File: config.mk
export PLATFORM = sky130hd
export DESIGN_NAME = hdmi_driver
export DESIGN_NICKNAME = d
export VERILOG_FILES = /design/src/rtl/hdmi_driver.sv
export SDC_FILE = /design/constraint.sdc
export NUM_CORES = 1
export LEC_CHECK = 0
export ABC_CLOCK_PERIOD_IN_PS = 4800
export CAP_MARGIN = 15
export CORE_MARGIN = 8
export CORE_UTILIZATION = 45
export DETAILED_ROUTE_END_ITERATION = 8
export DONT_BUFFER_PORTS = 1
export PLACE_DENSITY = 0.59
export SYNTH_ARGS = -nofsm -noshare
export SYNTH_HDL_FRONTEND = slang
export SYNTH_SLANG_ARGS = --single-unit
File: constraint.sdc
create_clock -name clk_in -period 4.8 [get_ports clk_in]
set_input_delay 1.2 -clock clk_in [delete_from_list [all_inputs] [get_ports clk_in]]
set_output_delay 1.2 -clock clk_in [all_outputs]
set_load 0.05 [all_outputs]
File: src/rtl/hdmi_driver.sv
// 640x480-style DVI/HDMI colour-bar source: pixel timing, TMDS 8b/10b encoding
// and 10:1 LSB-first serialisation, all running on the bit clock.
module hdmi_driver #(
  parameter int unsigned H_ACTIVE = 640,
  parameter int unsigned H_FP     = 16,
  parameter int unsigned H_SYNC   = 96,
  parameter int unsigned H_BP     = 48,
  parameter int unsigned V_ACTIVE = 480,
  parameter int unsigned V_FP     = 10,
  parameter int unsigned V_SYNC   = 2,
  parameter int unsigned V_BP     = 33
) (
  input  logic       clk_in,
  input  logic       rst_n,
  output logic [2:0] TMDSp,
  output logic [2:0] TMDSn,
  output logic       TMDSp_clock,
  output logic       TMDSn_clock
);

  localparam int unsigned H_TOTAL = H_ACTIVE + H_FP + H_SYNC + H_BP;
  localparam int unsigned V_TOTAL = V_ACTIVE + V_FP + V_SYNC + V_BP;
  localparam int unsigned HW      = $clog2(H_TOTAL);
  localparam int unsigned VW      = $clog2(V_TOTAL);
  localparam int unsigned DW      = 6;

  logic [3:0]          bcnt;
  logic [HW-1:0]       hcnt;
  logic [VW-1:0]       vcnt;
  logic                strobe_c;
  logic                de_c;
  logic                hsync_c;
  logic                vsync_c;
  logic [2:0]          bar_c;
  logic [23:0]         rgb_c;
  logic [9:0]          word_c     [3];
  logic signed [DW-1:0] disp_nxt_c [3];
  logic signed [DW-1:0] disp_q     [3];
  logic [9:0]          enc_q      [3];
  logic [9:0]          sr_q       [3];
  logic [2:0]          tmdsn_q;
  logic [9:0]          clk_sr_q;
  logic                clkn_q;

  // DVI control tokens, indexed {c1,c0}
  function automatic logic [9:0] ctrl_token(input logic [1:0] c);
    logic [9:0] t;
    case (c)
      2'b00:   t = 10'b1101010100;
      2'b01:   t = 10'b0010101011;
      2'b10:   t = 10'b0101010100;
      default: t = 10'b1010101011;
    endcase
    return t;
  endfunction

  // DVI 8b/10b data encoding; returns {next disparity, 10-bit word}
  function automatic logic [DW+9:0] tmds_encode(input logic [7:0] d,
                                                 input logic signed [DW-1:0] disp);
    logic [3:0]           n1d;
    logic [3:0]           n1q;
    logic                 xnor_sel;
    logic [8:0]           qm;
    logic signed [DW-1:0] diff;
    logic signed [DW-1:0] dn;
    logic [9:0]           q;
    n1d      = 4'($countones(d));
    xnor_sel = (n1d > 4'd4) || ((n1d == 4'd4) && !d[0]);
    qm       = '0;
    qm[0]    = d[0];
    for (int i = 1; i < 8; i++) begin
      qm[i] = xnor_sel ? ~(qm[i-1] ^ d[i]) : (qm[i-1] ^ d[i]);
    end
    qm[8] = ~xnor_sel;
    n1q   = 4'($countones(qm[7:0]));
    diff  = $signed({1'b0, n1q, 1'b0}) - 6'sd8;
    if ((disp == 0) || (diff == 0)) begin
      q  = {~qm[8], qm[8], (qm[8] ? qm[7:0] : ~qm[7:0])};
      dn = qm[8] ? (disp + diff) : (disp - diff);
    end else if (((disp > 0) && (diff > 0)) || ((disp < 0) && (diff < 0))) begin
      q  = {1'b1, qm[8], ~qm[7:0]};
      dn = disp + (qm[8] ? 6'sd2 : 6'sd0) - diff;
    end else begin
      q  = {1'b0, qm[8], qm[7:0]};
      dn = disp - (qm[8] ? 6'sd0 : 6'sd2) + diff;
    end
    return {dn, q};
  endfunction

  assign strobe_c = (bcnt == 4'd9);
  assign de_c     = (32'(hcnt) < H_ACTIVE) && (32'(vcnt) < V_ACTIVE);
  assign hsync_c  = !((32'(hcnt) >= H_ACTIVE + H_FP) && (32'(hcnt) < H_ACTIVE + H_FP + H_SYNC));
  assign vsync_c  = !((32'(vcnt) >= V_ACTIVE + V_FP) && (32'(vcnt) < V_ACTIVE + V_FP + V_SYNC));
  assign bar_c    = 3'(32'(hcnt) / 32'd80);

  // Colour bars as {R,G,B}
  always_comb begin
    rgb_c = 24'h000000;
    case (bar_c)
      3'd0:    rgb_c = 24'hFFFFFF;
      3'd1:    rgb_c = 24'hFFFF00;
      3'd2:    rgb_c = 24'h00FFFF;
      3'd3:    rgb_c = 24'h00FF00;
      3'd4:    rgb_c = 24'hFF00FF;
      3'd5:    rgb_c = 24'hFF0000;
      3'd6:    rgb_c = 24'h0000FF;
      default: rgb_c = 24'h000000;
    endcase
  end

  // Channel 0 carries c0 = hsync, c1 = vsync during blanking; blanking clears disparity
  always_comb begin
    for (int i = 0; i < 3; i++) begin
      word_c[i]     = '0;
      disp_nxt_c[i] = '0;
    end
    if (de_c) begin
      for (int i = 0; i < 3; i++) begin
        {disp_nxt_c[i], word_c[i]} = tmds_encode(rgb_c[8*i +: 8], disp_q[i]);
      end
    end else begin
      word_c[0] = ctrl_token({vsync_c, hsync_c});
      word_c[1] = ctrl_token(2'b00);
      word_c[2] = ctrl_token(2'b00);
    end
  end

  always_ff @(posedge clk_in) begin
    if (!rst_n) begin
      bcnt     <= '0;
      hcnt     <= '0;
      vcnt     <= '0;
      tmdsn_q  <= 3'b111;
      clk_sr_q <= '0;
      clkn_q   <= 1'b1;
      for (int i = 0; i < 3; i++) begin
        disp_q[i] <= '0;
        enc_q[i]  <= '0;
        sr_q[i]   <= '0;
      end
    end else begin
      bcnt <= strobe_c ? 4'd0 : bcnt + 4'd1;
      if (strobe_c) begin
        if (hcnt == HW'(H_TOTAL - 1)) begin
          hcnt <= '0;
          vcnt <= (vcnt == VW'(V_TOTAL - 1)) ? '0 : vcnt + VW'(1);
        end else begin
          hcnt <= hcnt + HW'(1);
        end
      end
      // Negative rails track the next value of the positive rails' LSB
      for (int i = 0; i < 3; i++) begin
        if (strobe_c) begin
          disp_q[i] <= disp_nxt_c[i];
          enc_q[i]  <= word_c[i];
          sr_q[i]   <= enc_q[i];
        end else begin
          sr_q[i]   <= {1'b0, sr_q[i][9:1]};
        end
        tmdsn_q[i] <= ~(strobe_c ? enc_q[i][0] : sr_q[i][1]);
      end
      clk_sr_q <= strobe_c ? 10'b0000011111 : {1'b0, clk_sr_q[9:1]};
      clkn_q   <= ~(strobe_c ? 1'b1 : clk_sr_q[1]);
    end
  end

  assign TMDSp       = {sr_q[2][0], sr_q[1][0], sr_q[0][0]};
  assign TMDSn       = tmdsn_q;
  assign TMDSp_clock = clk_sr_q[0];
  assign TMDSn_clock = clkn_q;

endmodule

# Word-level counts from Yosys, hierarchy flattened
# Memory sizes are Yosys's and may differ from the RTL's.
# Index checks and enable logic that the tools add are counted.
# totals
mem_count	3
register_bits	37
in_bits	2
ramBits	78
word_cells	288
output_inout_bits	8
# memory_table
memory	depth	width	rd	rd_clocked_by_memory_dff	wr	line_no	rtl
enc_q	3	10	3	0	3	39	logic [9:0] enc_q [3];
sr_q	3	10	3	0	3	40	logic [9:0] sr_q [3];
disp_q	3	6	3	0	3	38	logic signed [DW-1:0] disp_q [3];
# classes
muxes	75
magnitude_cmp	21
add_sub_neg	66
n_eq_ne	14
div	1
reduce_logical	36
n_bitwise	65
# op_table
op	n
32-bit zero test	6
10-bit two-way mux	17
24-bit one-hot mux with 7 select lines	1
6-bit two-way mux	12
1-bit by 1-bit adder with 2-bit output	24
2-bit by 2-bit adder with 3-bit output	12
6-bit adder	6
6-bit by 1-bit greater-than comparator with 1-bit output, second input constant	6
6-bit by 1-bit less-than comparator with 1-bit output, second input constant	6
6-bit subtractor	6
10-bit by 7-bit divider with 32-bit output, second input constant	1
1-bit two-way mux	32
30-bit two-way mux	1
10-bit one-hot mux with 3 select lines	1
1-bit NOT	29
3-bit by 3-bit adder with 4-bit output	6
8-bit two-way mux	3
8-bit NOT	3
1-bit XOR	21
10-bit by 1-bit adder with 10-bit output, second input constant	2
10-bit equality test, second input constant	2
10-bit less-than comparator, second input constant	2
10-bit by 9-bit less-than comparator with 1-bit output, second input constant	2
6-bit by 3-bit adder with 6-bit output	3
24 further kinds	74

# Longest topological paths before layout
# depth
depth_word	39
ltp_mapped	21
mapped_depth_nobuf	18

# Least setup slack after synthesis
# Ideal clock, no wire load.
# synth_timing
kind	register to register
startpoint	register hcnt[8]
endpoint	memory disp_q[0][4] (data pin)
stages_incl_launch_ff	21
arrival_ps	3744
synth_period_minus_slack_ps	4000
n_path_buf	3
setup_slack_ps	800
setup_ps	256
required_time_ps	4544
cell_sequence	dfxtp_1 buf_6 buf_6 inv_1 nand2_1 ha_1 nand3b_2 a221oi_2 a21oi_1 a31o_1 or3_4 buf_6 ha_1 ha_1 a21oi_1 nand2b_1 a21oi_1 a22oi_1 o2111ai_1 a211oi_1 a22o_1
# synth_rtl
item	line_no	rtl
from (decl)	28	logic [HW-1:0] hcnt;
from (signal assigned)	148	hcnt <= hcnt + HW'(1);
to (decl)	38	

==> out/metrics.cfg <==
[pwr]
finalPower_mw = 1.64
powerDensity_nw_per_um2 = 271
ir_drop_mv = 0.156
p_leak_nw = 2.42

[place]
gp_congestion = 0.848
place_ws_ps = 432
io_buffers = 0
place_hpwl_um = 7340
placed_area_um2 = 5770
dp.cells = 758

[floorplanning]
num_rows = 40
die_w_um = 127
die_height_um = 127
die_area_um2 = 16200
core_area_um2 = 12100
num_io_pins = 10
start_util = 0.462

[cells_and_area]
nets = 643
fin_util = 0.501
finalNonFillerCells = 774
area_growth_pct = 8.49
final_cell_area_um2 = 6040
diodes = 0
drive_gt1_frac = 0.0561

[yosys]
syn_area_um2 = 5570
synth_warnings = 0
synth_edf_count = 59
synth_ff_type = edfxtp_1
ys_types = 61
synth_area_per_cell_um2 = 9.55
ys_async_sr_fraction = 0
synth_seq_cells = 93
ys_seq_area_frac = 0.440
syn_inst = 583

[worst_setup_path]
required_ps = 4880
critPathMaxFanout = 16
reg2reg_depth = 17
setup.worst_path.start = hcnt[7]
crit_path_end_kind = register
worstReg2RegStart = hcnt[7]
crit_type = register to register
endpoint = disp_q[0][4]
start_kind = register
cp.arrival_ps = 4310
r2r_setup_slack_ps = 570
rr_endpoint = disp_q[0][4]

[sta]
fmax_mhz = 237
relSlewSlack = 0.477
finalCritPeriodShare = 0.881
holdWs_ps = 436
rsz0062_at_grt = no
layout_min_cycle_time_ps = 4230
setup_viol = 0
setup-tns-final_ps = 0
clock-skew-final_ps = 6.74
setup_ws_ps = 572
slew_viol_final = 0
tightest_slew_ps = 782
hold_violations = 0

[cts]
clock_latency_ps = 330
cts_resized = 0
cts_made_buffers = 9
cts_buffer_depth = 2
tritoncts = done
cts_max_level = 3
clk_pin_slew_ps = 70
cts_hold_buffers = 0
cts.sinks = 93
cts_root_buf = clkbuf_16
cts_setup_buffers = 0

[detailed_routing]
vias = 3989
viasPerCell = 5.15
drtAntennaViolNets = 0
dr.pass1.iters = 4
drtIter0Drc = 282
drcViolationCount = 0
wirelength_um = 10500
wire_per_inst_um = 13.6

[global_routing]
grtUsageTotal = 0.135
antenna_found_initial = 0
grt_start_max_net_pins = 47
grt_overflow = 0
grt_pass1_wl_um = 18000
grt_pass1_vias = 3818

[outcome]
status = finished clean

[hold_path]
min_path_cells = 1
min_path_type = register to register

[flow_run]
max_cap_violations = 0

-- worst max-delay path, stage by stage, from the launching register on --
cell and delay (ps):
dfxtp_2 520, inv_2 100, nand2_1 100, ha_1 290, nand3b_2 270, a221oi_2 350, a21oi_1 80, a31o_1 220
or3_4 450, ha_1 250, ha_1 280, a21oi_1 200, nand2b_1 80, a21oi_1 190, a22oi_1 100, o2111ai_1 210
a211oi_1 70, a22o_1 210
-- registers in the layout, indices dropped and copies added, names as in the netlist --
name / count
sr_q: 30
bcnt: 4
hcnt: 10
enc_q: 12
vcnt: 10
clk_sr_q: 5
TMDSn: 3
disp_q: 18
TMDSn_clock: 1
-- synth_stat cells, types with 7 or more instances --
cell type  count  area (µm²)
dfxtp_1       34         681
o21ai_0       23         115
mux2i_1        7        70.1
a211oi_1       7        52.6
nand3_1       10        50.1
xnor2_1       16         140
ha_1          34         425
xor2_1        16         140
nand2_1       76         285
nor2_1        56         210
a21boi_0      28         210
nor3_1        11        55.1
and3_1         9        56.3
nand4_1        9        56.3
a21oi_1       35         175
edfxtp_1      59        1770
nand2b_1       9        56.3
inv_1         38         143
clkbuf_1      17        63.8
-- final cells by class --
| cell class | count | area, µm² |
|---|---|---|
| Clock buffer | 11 | 233 |
| Clock inverter | 5 | 33.8 |
| Sequential cell | 93 | 2450 |
| Multi-Input combinational cell | 451 | 2910 |
| Inverter | 39 | 146 |
| Fill cell | 1112 | 6020 |
| Tap cell | 168 | 210 |
| Timing Repair Buffer | 7 | 52.6 |
-- metal layers --
layer | up-vias | part of all wire | global-route usage
met5 | - | 0 | 0
met4 | 0 | 0.011 | 0.0434
met3 | 8 | 0.031 | 0.0245
met2 | 56 | 0.48 | 0.225
met1 | 1881 | 0.48 | 0.175
li1 | 2044 | - | -
-- where the power goes --
| part | total, mW | switching (mW) | internal, mW |
|---|---|---|---|
| Combinational | 0.0957 | 0.0560 | 0.0397 |
| Clock | 0.643 | 0.290 | 0.353 |
| Sequential | 0.900 | 0.0233 | 0.876 |
-- how the worst min path moves through the flow --
| stage | start | slack, ps | endpoint |
|---|---|---|---|
| after global placement | clk_sr_q[2] | 420 | clk_sr_q[1] |
| after detailed placement | clk_sr_q[3] | 430 | clk_sr_q[2] |
| after global routing | clk_sr_q[4] | 440 | clk_sr_q[3] |
| final | clk_sr_q[4] | 440 | clk_sr_q[3] |
| after CTS | clk_sr_q[4] | 440 | clk_sr_q[3] |
| after floorplan | clk_sr_q[2] | 420 | clk_sr_q[1] |
-- logic make-up after synthesis --
group / Yosys count / synth area share
buffers and inverters: 67 / 0.0555
AOI/OAI and AO/OA: 124 / 0.151
and+or+nand+nor: 217 / 0.188
DFF: 93 / 0.440
xor gates and xnor gates: 32 / 0.0503
muxes: 8 / 0.0146
other: 1 / 0.000673
adders and majority gates: 41 / 0.0998
-- cell usage in the layout (no fill, tap or decap), types with 11 or more instances in the layout --
cell type  synthesis  routed
xor2_1            16      16
edfxtp_1          59      59
o21ai_0           23      23
nand2_1           76      76
nor3_1            11      11
ha_1              34      34
conb_1             1      29
a21oi_1           35      35
a21boi_0          28      28
xnor2_1           16      16
nor2_1            56      56
inv_1             38      38
dfxtp_1           34      33
(Power assumes the default switching activity.)
